[src/rtl/bus_pkg.sv]
// Shared types and helpers for the bus arbiter slice: FSM state encoding,
// index-width helper and the slave-wait counter width.
package bus_pkg;

  typedef enum logic [1:0] {
    IDLE,
    ISSUE,
    RESP
  } bus_state_e;

  // Wide enough for the largest legal TIMEOUT (255).
  localparam int unsigned WAIT_CNT_W = 8;

  function automatic int unsigned idx_w(input int unsigned n);
    return (n > 1) ? $clog2(n) : 1;
  endfunction

endpackage

[src/rtl/rr_picker.sv]
// Combinational round-robin picker: first set req bit scanning upward from
// last+1, wrapping modulo N.
module rr_picker
  import bus_pkg::*;
#(
  parameter int unsigned N     = 4,
  parameter int unsigned IDX_W = idx_w(N)
) (
  input  logic [N-1:0]     req,
  input  logic [IDX_W-1:0] last,
  output logic [IDX_W-1:0] gnt_idx,
  output logic             any
);

  always_comb begin
    int unsigned idx;
    gnt_idx = '0;
    any     = 1'b0;
    idx     = 0;
    // Walk offsets from farthest to nearest so the nearest requester wins.
    for (int unsigned off = 0; off < N; off++) begin
      idx = (32'(last) + (N - off)) % N;
      if (req[IDX_W'(idx)]) begin
        gnt_idx = IDX_W'(idx);
        any     = 1'b1;
      end
    end
  end

endmodule

[src/rtl/bus_arbiter.sv]
// Round-robin N-master to single-slave bus arbiter with a slave-wait
// timeout; one transaction in flight, request fields latched at grant.
module bus_arbiter
  import bus_pkg::*;
#(
  parameter int unsigned NUM_MASTERS = 4,
  parameter int unsigned ADDR_W      = 4,
  parameter int unsigned DATA_W      = 4,
  parameter int unsigned TIMEOUT     = 15
) (
  input  logic                          clock,
  input  logic                          reset,
  input  logic [NUM_MASTERS-1:0]        m_valid,
  input  logic [NUM_MASTERS-1:0]        m_wr,
  input  logic [NUM_MASTERS*ADDR_W-1:0] m_addr,
  input  logic [NUM_MASTERS*DATA_W-1:0] m_wdata,
  output logic [NUM_MASTERS-1:0]        m_ready,
  output logic [DATA_W-1:0]             m_rdata,
  output logic                          m_err,
  output logic                          s_valid,
  output logic                          s_wr,
  output logic [ADDR_W-1:0]             s_addr,
  output logic [DATA_W-1:0]             s_wdata,
  input  logic [DATA_W-1:0]             s_rdata,
  input  logic                          s_ready,
  output logic [idx_w(NUM_MASTERS)-1:0] grant_id,
  output logic                          busy
);

  localparam int unsigned IDX_W = idx_w(NUM_MASTERS);
  localparam logic [WAIT_CNT_W-1:0] TMO = WAIT_CNT_W'(TIMEOUT);

  bus_state_e            state_q, state_d;
  logic                  s_wr_q, s_wr_d;
  logic [ADDR_W-1:0]     s_addr_q, s_addr_d;
  logic [DATA_W-1:0]     s_wdata_q, s_wdata_d;
  logic [DATA_W-1:0]     rdata_q, rdata_d;
  logic                  err_q, err_d;
  logic [IDX_W-1:0]      grant_q, grant_d;
  logic [IDX_W-1:0]      last_q, last_d;
  logic [WAIT_CNT_W-1:0] wait_q, wait_d;

  logic [IDX_W-1:0]      pick_idx;
  logic                  pick_any;

  rr_picker #(
    .N     (NUM_MASTERS),
    .IDX_W (IDX_W)
  ) u_picker (
    .req     (m_valid),
    .last    (last_q),
    .gnt_idx (pick_idx),
    .any     (pick_any)
  );

  always_comb begin
    state_d   = state_q;
    s_wr_d    = s_wr_q;
    s_addr_d  = s_addr_q;
    s_wdata_d = s_wdata_q;
    rdata_d   = rdata_q;
    err_d     = err_q;
    grant_d   = grant_q;
    last_d    = last_q;
    wait_d    = wait_q;
    case (state_q)
      IDLE: begin
        if (pick_any) begin
          state_d   = ISSUE;
          grant_d   = pick_idx;
          last_d    = pick_idx;
          s_wr_d    = m_wr[pick_idx];
          s_addr_d  = m_addr[pick_idx*ADDR_W +: ADDR_W];
          s_wdata_d = m_wdata[pick_idx*DATA_W +: DATA_W];
          wait_d    = '0;
        end
      end
      ISSUE: begin
        // A response in the same cycle the counter expires still completes.
        if (s_ready) begin
          rdata_d = s_rdata;
          err_d   = 1'b0;
          state_d = RESP;
        end else if (wait_q == TMO) begin
          rdata_d = '0;
          err_d   = 1'b1;
          state_d = RESP;
        end else begin
          wait_d = wait_q + WAIT_CNT_W'(1);
        end
      end
      RESP:    state_d = IDLE;
      default: state_d = IDLE;
    endcase
  end

  always_ff @(posedge clock or posedge reset) begin
    if (reset) begin
      state_q   <= IDLE;
      s_wr_q    <= 1'b0;
      s_addr_q  <= '0;
      s_wdata_q <= '0;
      rdata_q   <= '0;
      err_q     <= 1'b0;
      grant_q   <= '0;
      last_q    <= IDX_W'(NUM_MASTERS - 1);
      wait_q    <= '0;
    end else begin
      state_q   <= state_d;
      s_wr_q    <= s_wr_d;
      s_addr_q  <= s_addr_d;
      s_wdata_q <= s_wdata_d;
      rdata_q   <= rdata_d;
      err_q     <= err_d;
      grant_q   <= grant_d;
      last_q    <= last_d;
      wait_q    <= wait_d;
    end
  end

  always_comb begin
    m_ready = '0;
    if (state_q == RESP) m_ready[grant_q] = 1'b1;
  end

  assign s_valid  = (state_q == ISSUE);
  assign busy     = (state_q != IDLE);
  assign s_wr     = s_wr_q;
  assign s_addr   = s_addr_q;
  assign s_wdata  = s_wdata_q;
  assign m_rdata  = rdata_q;
  assign m_err    = err_q;
  assign grant_id = grant_q;

endmodule

[config.mk]
export PLATFORM = sky130hd
export DESIGN_NAME = bus_arbiter
export DESIGN_NICKNAME = d
export VERILOG_FILES = /design/src/rtl/bus_pkg.sv /design/src/rtl/rr_picker.sv /design/src/rtl/bus_arbiter.sv
export SDC_FILE = /design/constraint.sdc
export NUM_CORES = 1
export LEC_CHECK = 0
export BUFFER_PORTS_ARGS = -buffer_cell sky130_fd_sc_hd__buf_2
export CAP_MARGIN = 5
export CELL_PAD_IN_SITES_DETAIL_PLACEMENT = 1
export CELL_PAD_IN_SITES_GLOBAL_PLACEMENT = 2
export CORE_MARGIN = 1
export CORE_UTILIZATION = 27
export CTS_CLUSTER_DIAMETER = 40
export CTS_CLUSTER_SIZE = 14
export DETAILED_ROUTE_END_ITERATION = 10
export PLACE_DENSITY = 0.75
export SLEW_MARGIN = 25
export SYNTH_ARGS = -nofsm -noshare
export SYNTH_HDL_FRONTEND = slang
export SYNTH_SLANG_ARGS = --single-unit
export TNS_END_PERCENT = 20
[constraint.sdc]
create_clock -name clock -period 1.9 [get_ports clock]
set_input_delay 0.38 -clock clock [delete_from_list [all_inputs] [get_ports clock]]
set_output_delay 0.38 -clock clock [all_outputs]
set_load 0.005 [all_outputs]
==> results.json, run 1 <==
{
  "status": "completed",
  "synth-seq-area-share_pct": 46.07,
  "hp-class": "input pin to async pin",
  "rows": 27,
  "number_of_global_route_vias_before_repair": 1390,
  "detail_route.wl_per_cell_um": 14.53,
  "core_region_area_mm2": 0.005473,
  "worst-endpoint-required_ps": 2050,
  "post_synth_mux_area_share_pct": 11.80,
  "timing_worst_setup_path_type": "register to register",
  "grt_usage_pct": 14.48,
  "die_width_um": 77.19,
  "power.static_leakage_nw": 1.131,
  "cp-end-kind": "register",
  "setup.reg_to_reg.worst_slack_ps": 80,
  "ys_seq_elements": 28,
  "cts.htree.levels": 1,
  "max-clock-path-buffers": 2,
  "timing.max_slew.rel_slack_pct": 69.55,
  "timing.critical_path.from_type": "register",
  "max_cap_violations": 0,
  "syn-instance-count": 148,
  "critical_path.max_stage_delay_ps": 550,
  "layout-area-overhead-vs-synth_pct": 43.61,
  "rsz0062_at_grt": "yes",
  "cp_bufs_invs": 2,
  "final_layout_size_suffix_gt1_share_pct": 45.06,
  "post_synth.cell_area_avg_um2": 10.31,
  "initial_core_util_pct": 27.89,
  "detail_route.drc_violations": 0,
  "synth-xor-area-share_pct": 3.443,
  "fp.dieArea_mm2": 0.005958,
  "setup_viol_count_final": 0,
  "power_per_cell_area_mw_per_mm2": 1365,
  "cts_tree": "built",
  "synth-main-ff-cell": "sky130_fd_sc_hd__dfrtp_1",
  "max_slew.worst_pin.slew_ps": 456.3,
  "worst_r2r_endpoint": "s_addr[2]",
  "path_delay_family": "flip-flops",
  "synth_compound_area_share_pct": 15.82,
  "synth-edff-count": 0,
  "route.final.wire_length_um": 4431,
  "cts_buffers": 3,
  "postRouteAntennaNets": 0,
  "syn_area_mm2": 0.001526,
  "swShare_pct": 36.71,
  "numPortBuffers": 68,
  "clock_insertion_delay_worst_skew_ps": 280,
  "synth_async_sr_flop_share_pct": 100.0,
  "post_synth_and_or_nand_nor_area_fraction_pct": 18.28,
  "final_report_hold_violation_count": 0,
  "timing.final.crit_share_pct": 95.98,
  "pwr-share-comb_pct": 51.0,
  "detailedRoute.firstIterationViolations": 48,
  "achievable-frequency_mhz": 548.4,
  "finish.utilization_pct": 40.05,
  "fin_crit_ps": 1824,
  "cts_root_buffer": "sky130_fd_sc_hd__clkbuf_8",
  "place_inst": 294,
  "slew_viol_final": 0,
  "yosys.area_share.adder_pct": 0.8197,
  "boundaryPins": 69,
  "dp.final_hpwl_um": 3182,
  "antenna_cells_inserted": 0,
  "net-switching-power_w": 0.001099,
  "power.ir.vdd_worst_uv": 432.1,
  "worst_path_maximum_fanout": 10,
  "grt_antenna_before_repair": 0,
  "die-height_um": 77.19,
  "vias": 1420,
  "final_nets": 282,
  "synthesis.nets": 196,
  "seq_power_share_pct": 33.2,
  "grt_first_pass_wirelength_um": 6679,
  "gr-total-overflow": 0,
  "detail_route.vias_per_cell": 4.656,
  "worstPathArrival_ps": 1970,
  "skew_ps": 3.133,
  "n_fill_cell": 661,
  "worst_setup_hold_path_clk_slew_ps": 100,
  "rr_worst_depth": 7,
  "drtPass1Iterations": 4,
  "internal_power_w": 0.001894,
  "clock_power_share_pct": 15.8,
  "layout.cells.non_filler": 305,
  "crit-reg2reg-launch": "last_q[0]",
  "ys_types": 37,
  "synth_warnings": 0,
  "pin_count_of_the_biggest_net_entering_global_routing": 29,
  "clock_sink_count": 28,
  "worst_path_max_delay_cell": "sky130_fd_sc_hd__dfstp_2",
  "crit_chain": "nand2b_1 > a21oi_1 > a211oi_4 > buf_4 > buf_12 > mux2i_1 > o221ai_1",
  "dominant_combinational_cell_family_by_area_after_synthesis": "simple AND/OR/NAND/NOR gates",
  "gp_congestion": 0.6958
}
==> synth_stat cells, drive strengths merged, types with 2 or more instances <==
cell type,n,area share (%)
buf,6,2.3
nand2,20,4.9
nor2,13,3.4
o21ai,5,1.6
dfstp,2,3.4
nor4,2,1.2
o2111ai,2,1.1
inv,6,1.5
o221ai,9,5.2
xor2,6,3.4
a22o,4,2.3
nand2b,5,2.0
a21oi,4,1.3
and3,3,1.4
nor4bb,2,1.3
or2,2,0.82
dfrtp,26,43
and2,2,0.90
mux2i,18,12
==> repair_timing <==
action	CTS	global route
hold buffers	0	0
pin swaps	1	2
setup endpoints to repair	1	11
cloned	0	2
setup buffers	2	3
resized for setup	1	4
==> cells by family after synthesis <==
kind of cell	count (synthesis)
buf+inv	12
xor+xnor	6
compound gates	29
fa+ha+maj	1
simple gates	54
flops	28
mux	18
==> sequential cells by signal, indices dropped and copies added, names as in the netlist <==
register and cells:
s_addr 4, m_rdata 4, state_q 2, m_err 1
wait_q 8, s_wr 1, grant_id 2, last_q 2
s_wdata 4
==> worst max path at each step <==
stage,startpoint,endpoint,slack [ps],cells past startpoint
CTS,last_q[0],s_addr[2],20,6
global route,wait_q[1],wait_q[5],-30,7
detailed placement,last_q[0],s_addr[2],30,6
floorplan,wait_q[0],wait_q[5],220,6
finish,last_q[0],s_addr[2],80,7
global placement,last_q[0],s_addr[0],40,6
==> power groups by stage <==
stage | clock (W) | combinational [W] | sequential (W)
3_3_place_gp | 0 | 0.00136 | 0.00100
2_1_floorplan | 0 | 0.000786 | 0.00102
5_1_grt | 0.000509 | 0.00168 | 0.00103
6_report | 0.000473 | 0.00152 | 0.000994
4_1_cts | 0.000490 | 0.00141 | 0.000998
3_5_place_dp | 0 | 0.00139 | 0.00100
==> per-stage QoR <==
stage	worst slack (ps)	hold slack, ps	power (W)	TNS, ps	cell area (µm²)
2_1_floorplan	221.7	443.9	0.001802	0	1526
3_3_place_gp	44.50	466.0	0.002367	0	2032
3_5_place_dp	26.55	473.9	0.002389	0	2032
4_1_cts	16.07	156.6	0.002896	0	2125
5_1_grt	-25.42	202.2	0.003214	-59.39	2192
6_report	76.42	155.4	0.002992	0	2192
==> cell usage in the layout, fill, tap and decap left out, types with 4 or more instances in the layout <==
cell type / netlist / routed
sky130_fd_sc_hd__mux2i_1: 18 / 18
sky130_fd_sc_hd__nand2b_1: 5 / 5
sky130_fd_sc_hd__nor2_1: 12 / 12
sky130_fd_sc_hd__a22o_1: 4 / 4
sky130_fd_sc_hd__o221ai_1: 9 / 9
sky130_fd_sc_hd__xor2_1: 6 / 6
sky130_fd_sc_hd__inv_1: 6 / 6
sky130_fd_sc_hd__a21oi_1: 4 / 4
sky130_fd_sc_hd__buf_2: 4 / 68
sky130_fd_sc_hd__buf_4: 2 / 16
sky130_fd_sc_hd__nand2_1: 20 / 19
sky130_fd_sc_hd__dfrtp_1: 26 / 26
==> layer usage <==
| metal | global-route usage [%] | part of all wire, % | vias up | wire, µm |
|---|---|---|---|---|
| met3 | 1.905 | 2.2 | 7 | 97 |
| met5 | 0 | 0 | - | 0 |
| met1 | 18.48 | 45 | 680 | 2010 |
| li1 | - | - | 701 | - |
| met4 | 6.792 | 2.3 | 0 | 101 |
| met2 | 24.07 | 50 | 32 | 2221 |
==> tightest hold or removal path, delay by kind of cell <==
family,cells,cell delay [ps]
buffers and inverters,3,470
==> layout make-up <==
type	instances	area [µm²]	area share, %
multi-input combinational	108	788.3	35.96
sequential	28	703.2	32.08
timing repair buffer	87	516.7	23.57
tap	72	90.09	4.110
clock buffer	3	41.29	1.884
clock inverter	1	30.03	1.370
inverter	6	22.52	1.027
(Power assumes the default switching activity.)
==> inputs of run 2 (changes only) <==
CORE_UTILIZATION = 28   (was 27)
CTS_BUF_LIST = sky130_fd_sc_hd__clkbuf_4   (was default)
PLACE_DENSITY = 0.77   (was 0.75)
==> run 2 against run 1 <==
Global-route usage up 1.3 points. Count of clock-buffer cells in the layout unchanged. Setup slack worse by 29 ps. Sequential power about the same. Core utilization up 2.3 points. Register-to-register slack worse by 30 ps. Worst hold slack worse by 87 ps. Via count down 0.14%. Largest power group unchanged. Highest routed layer unchanged.
==> results.json, run 2 (synthesis gave the netlist of run 1 again) <==
{
  "cts_tree": "built",
  "cp-end-kind": "register",
  "grt_usage_pct": 15.81,
  "detailedRoute.firstIterationViolations": 33,
  "timing.max_slew.rel_slack_pct": 69.10,
  "max_cap_violations": 0,
  "detail_route.wl_per_cell_um": 15.44,
  "power_per_cell_area_mw_per_mm2": 1356,
  "cts.htree.levels": 1,
  "largest_register": "wait_q",
  "layout-area-overhead-vs-synth_pct": 43.61,
  "timing.final.crit_share_pct": 97.48,
  "detail_route.drc_violations": 0,
  "clock_sink_count": 28,
  "rsz0062_at_grt": "yes",
  "initial_core_util_pct": 29.51,
  "antenna_cells_inserted": 0,
  "setup.reg_to_reg.worst_slack_ps": 50,
  "gr-total-overflow": 0,
  "dp.final_hpwl_um": 3332,
  "max_slew.worst_pin.slew_ps": 459.6,
  "detail_route.vias_per_cell": 4.774,
  "vias": 1418,
  "setup_viol_count_final": 0,
  "final_layout_size_suffix_gt1_share_pct": 46.26,
  "rows": 26,
  "worst_path_maximum_fanout": 4,
  "hp-class": "input pin to async pin",
  "max-clock-path-buffers": 2,
  "pre_cts_ws_ps": -41.67,
  "slew_viol_final": 0,
  "fin_crit_ps": 1852,
  "grt_antenna_before_repair": 0,
  "top_library_cells_by_usage_in_the_layout_fill_and_taps_aside": "sky130_fd_sc_hd__buf_2 (68), sky130_fd_sc_hd__dfrtp_1 (26), sky130_fd_sc_hd__nand2_1 (19), sky130_fd_sc_hd__mux2i_1 (14), sky130_fd_sc_hd__nor2_1 (12)",
  "fin_total_pwr_w": 0.002972,
  "setup_ws_ps": 47.82,
  "cts_root_buffer": "sky130_fd_sc_hd__clkbuf_4",
  "die-height_um": 75.84,
  "cts_buffers": 3,
  "worstPathArrival_ps": 2080,
  "clock_insertion_delay_worst_skew_ps": 340,
  "die_width_um": 75.84,
  "power.ir.vdd_worst_uv": 488.8,
  "route.final.wire_length_um": 4585,
  "timing_worst_setup_path_type": "register to register",
  "final_report_hold_violation_count": 0,
  "drtPass1Iterations": 4,
  "timing.critical_path.from_type": "register",
  "gp_congestion": 0.6708,
  "skew_ps": 12.28,
  "worst-endpoint-required_ps": 2130,
  "postRouteAntennaNets": 0,
  "number_of_global_route_vias_before_repair": 1360,
  "fp.dieArea_mm2": 0.005751,
  "core_region_area_mm2": 0.005172,
  "final_nets": 276,
  "largest_register_ffs": 8,
  "status": "completed",
  "grt_first_pass_wirelength_um": 6651,
  "power.static_leakage_nw": 1.105,
  "achievable-frequency_mhz": 539.9,
  "numPortBuffers": 68,
  "worst_setup_hold_path_clk_slew_ps": 170,
  "pin_count_of_the_biggest_net_entering_global_routing": 29,
  "boundaryPins": 69,
  "mostFrequentLayoutCell": "sky130_fd_sc_hd__buf_2"
}
-- run 2: cell types whose count changed in the layout (fill, tap and decap cells not counted), sizes merged --
cell	change
buf	-6
-- run 2: final timing paths --
path                             from          to  cells past startpoint
max                         wait_q[0]   wait_q[3]                      7
max reg2reg                 wait_q[0]   wait_q[3]                      7
min in group clock         s_rdata[1]  m_rdata[1]                      2
min reg2reg                 s_addr[0]   s_addr[0]                      2
max in group asynchronous       reset   last_q[1]                      3
min                             reset  s_wdata[2]                      3
-- run 2: cell type report --
| cell class | count | area (µm²) |
|---|---|---|
| clock buffer | 3 | 22.52 |
| tap | 70 | 87.58 |
| clock inverter | 1 | 30.03 |
| multi-input combinational | 108 | 834.6 |
| timing repair buffer | 81 | 491.7 |
| sequential | 28 | 703.2 |
| fill | 622 | 2980 |
| inverter | 6 | 22.52 |
-- run 2: repair_timing --
action	4_1_cts	5_1_grt
buffers inserted	0	4
endpoints found under the setup margin	4	16
resized for setup	1	15
pin swaps	1	5
hold buffers	0	0
cloned	1	1
-- run 2: power by group --
group | switching (W) | internal (W) | leakage [nW] | total (W)
logic | 0.000777 | 0.000795 | 0.726 | 0.00157
clock network | 0.000192 | 0.000213 | 0.0279 | 0.000405
registers | 0.000154 | 0.000841 | 0.352 | 0.000995
total | 0.00112 | 0.00185 | 1.11 | 0.00297
-- run 2: metal layers --
layer | global-route usage [%] | part of all wire [%]
met3 | 4.233 | 3.5
met2 | 25.96 | 50
met4 | 3.704 | 0.57
met1 | 20.75 | 46
met5 | 0 | 0
-- run 2: metrics by stage --
stage / cells / setup TNS, ps / area [µm²] / util, % / hold slack (ps)
5_1_grt: 297 / -132.5 / 2192 / 42.38 / 87.06
3_5_place_dp: 287 / -44.70 / 1992 / 38.51 / 467.7
3_3_place_gp: 287 / 0 / 1992 / 38.51 / 465.8
4_1_cts: 292 / -50.92 / 2077 / 40.15 / 70.05
6_report: 297 / 0 / 2192 / 42.38 / 68.43
2_1_floorplan: 148 / 0 / 1526 / - / 443.9
-- run 2: critical path, cell delays in order, from the launching register on --
cell and delay, ps:
sky130_fd_sc_hd__dfrtp_1 440, sky130_fd_sc_hd__ha_2 190, sky130_fd_sc_hd__and3_4 190, sky130_fd_sc_hd__a2111oi_4 450
sky130_fd_sc_hd__buf_4 190, sky130_fd_sc_hd__o21ai_2 50, sky130_fd_sc_hd__xor2_1 170, sky130_fd_sc_hd__nor2_1 60
==> inputs of run 3 (changes only) <==
HOLD_SLACK_MARGIN = 0.15   (was default)
==> run 3 against run 2 <==
Fmax about the same. Total power about the same. Sequential share of layout area decreased by 0.15 points. Sequential cell count unchanged. Worst hold slack improved by 180 ps.
==> results.json, run 3 (synthesis gave the netlist of run 1 again) <==
{
  "status": "completed",
  "gr-total-overflow": 0,
  "setup_tns_ps": 0,
  "seq_power_share_pct": 33.5,
  "worst_r2r_endpoint": "wait_q[3]",
  "max_cap_violations": 0,
  "fin_crit_ps": 1854,
  "core_region_area_mm2": 0.005172,
  "final_nets": 277,
  "hp-class": "input pin to register",
  "layout-area-overhead-vs-synth_pct": 44.26,
  "cp-end-kind": "register",
  "initial_core_util_pct": 29.51,
  "timing.hold.ws_ps": 248.6,
  "drtPass1Iterations": 4,
  "timing_worst_setup_path_type": "register to register",
  "achievable-frequency_mhz": 539.4,
  "clock_power_share_pct": 13.6,
  "timing.critical_path.from_type": "register",
  "grt_usage_pct": 15.81,
  "antenna_cells_inserted": 0,
  "skew_ps": 12.20,
  "placed_cell_area_mm2": 0.001992,
  "slew_viol_final": 0,
  "worst-endpoint-required_ps": 2130,
  "detail_route.wl_per_cell_um": 15.33,
  "internal_power_w": 0.001850,
  "clock_sink_count": 28,
  "rsz0062_at_grt": "yes",
  "final_cell_area_mm2": 0.002202,
  "rr_worst_depth": 7,
  "largest_register_ffs": 8,
  "top_library_cells_by_usage_in_the_layout_fill_and_taps_aside": "sky130_fd_sc_hd__buf_2 (68), sky130_fd_sc_hd__dfrtp_1 (26), sky130_fd_sc_hd__nand2_1 (19), sky130_fd_sc_hd__mux2i_1 (14), sky130_fd_sc_hd__nor2_1 (12)",
  "die-height_um": 75.84,
  "setup.reg_to_reg.worst_slack_ps": 50,
  "timing.final.crit_share_pct": 97.57,
  "route.final.wire_length_um": 4568,
  "detail_route.drc_violations": 0,
  "cts_buffers": 3,
  "power.ir.vdd_worst_uv": 488.9,
  "number_of_global_route_vias_before_repair": 1360,
  "boundaryPins": 69,
  "largest_register": "wait_q",
  "dp.final_hpwl_um": 3332,
  "timing.max_slew.rel_slack_pct": 69.44,
  "min-delay-start": "s_rdata[1]",
  "worst_setup_path_startpoint": "wait_q[0]",
  "max_slew.worst_pin.slew_ps": 454.6,
  "rows": 26,
  "swShare_pct": 37.75,
  "die_width_um": 75.84,
  "grt_antenna_before_repair": 0,
  "clock_insertion_delay_worst_skew_ps": 340,
  "worst_path_maximum_fanout": 4,
  "power.static_leakage_nw": 1.109,
  "vias": 1416,
  "mostFrequentLayoutCell": "sky130_fd_sc_hd__buf_2",
  "cts.htree.levels": 1,
  "max-clock-path-buffers": 2,
  "detail_route.vias_per_cell": 4.752,
  "worstPathArrival_ps": 2090,
  "pin_count_of_the_biggest_net_entering_global_routing": 29,
  "fp.dieArea_mm2": 0.005751,
  "detailedRoute.firstIterationViolations": 27,
  "pwr-share-comb_pct": 52.9,
  "net-switching-power_w": 0.001122,
  "crit-reg2reg-launch": "wait_q[0]",
  "numPortBuffers": 68,
  "final_layout_size_suffix_gt1_share_pct": 46.05,
  "worst_setup_hold_path_clk_slew_ps": 170,
  "timing.critical_path.to": "wait_q[3]",
  "final_report_hold_violation_count": 0,
  "grt_first_pass_wirelength_um": 6651,
  "cts_root_buffer": "sky130_fd_sc_hd__clkbuf_4",
  "setup_viol_count_final": 0,
  "gp_congestion": 0.6708,
  "power_per_cell_area_mw_per_mm2": 1350,
  "cts_tree": "built",
  "postRouteAntennaNets": 0
}
==> run 3: cell count changes in the layout (fill, tap and decap cells not counted), sizes merged <==
cell / delta
dlygate4sd3: +1
==> run 3: worst min path at each step <==
stage,endpoint,slack [ps],depth (start not counted)
2_1_floorplan,grant_id[0],440,1
3_3_place_gp,s_addr[1],470,3
3_5_place_dp,s_addr[0],470,2
4_1_cts,m_rdata[1],230,2
5_1_grt,m_rdata[1],230,2
6_report,m_rdata[1],250,2
==> run 3: power groups by stage <==
stage / clock [W] / sequential, W / combinational [W]
floorplan: 0 / 0.00102 / 0.000786
global placement: 0 / 0.00100 / 0.00132
detailed placement: 0 / 0.00100 / 0.00134
CTS: 0.000421 / 0.000997 / 0.00143
global route: 0.000435 / 0.00103 / 0.00174
finish: 0.000405 / 0.000995 / 0.00157
==> run 3: cell type report <==
cell class                 instances  area [µm²]
multi-input combinational        108       834.6
tap                               70       87.58
inverter                           6       22.52
fill                             624        2970
sequential                        28       703.2
timing repair buffer              82       501.7
clock buffer                       3       22.52
clock inverter                     1       30.03
==> run 3: timing repair <==
| item | in CTS | in global routing |
|---|---|---|
| cloned | 1 | 1 |
| setup endpoints to repair | 4 | 16 |
| endpoints found under the hold margin | 26 | 0 |
| setup buffers | 0 | 4 |
| hold buffers | 1 | 0 |
| pin swaps | 1 | 5 |
| resized for setup | 1 | 15 |
==> run 3: per-stage QoR <==
stage          worst slack [ps]  power (W)  util [%]  instances
4_1_cts                  -16.70   0.002845     40.35        293
3_5_place_dp             -41.67   0.002346     38.51        287
5_1_grt                  -69.37   0.003199     42.57        298
3_3_place_gp              37.36   0.002315     38.51        287
2_1_floorplan             221.7   0.001802         -        148
6_report                  46.08   0.002972     42.57        298
==> run 3: critical path, cell delays in order (launching register included) <==
cell                        delay (ps)
sky130_fd_sc_hd__dfrtp_1           440
sky130_fd_sc_hd__ha_2              190
sky130_fd_sc_hd__and3_4            190
sky130_fd_sc_hd__a2111oi_4         450
sky130_fd_sc_hd__buf_4             190
sky130_fd_sc_hd__o21ai_2            50
sky130_fd_sc_hd__xor2_1            170
sky130_fd_sc_hd__nor2_1             60
==> run 3: layer usage <==
| layer | vias to the layer above | wire length (µm) | GRT usage (%) |
|---|---|---|---|
| met4 | 0 | 26 | 3.704 |
| met5 | - | 0 | 0 |
| met3 | 2 | 157 | 4.233 |
| li1 | 698 | - | - |
| met1 | 691 | 2073 | 20.75 |
| met2 | 25 | 2310 | 25.96 |
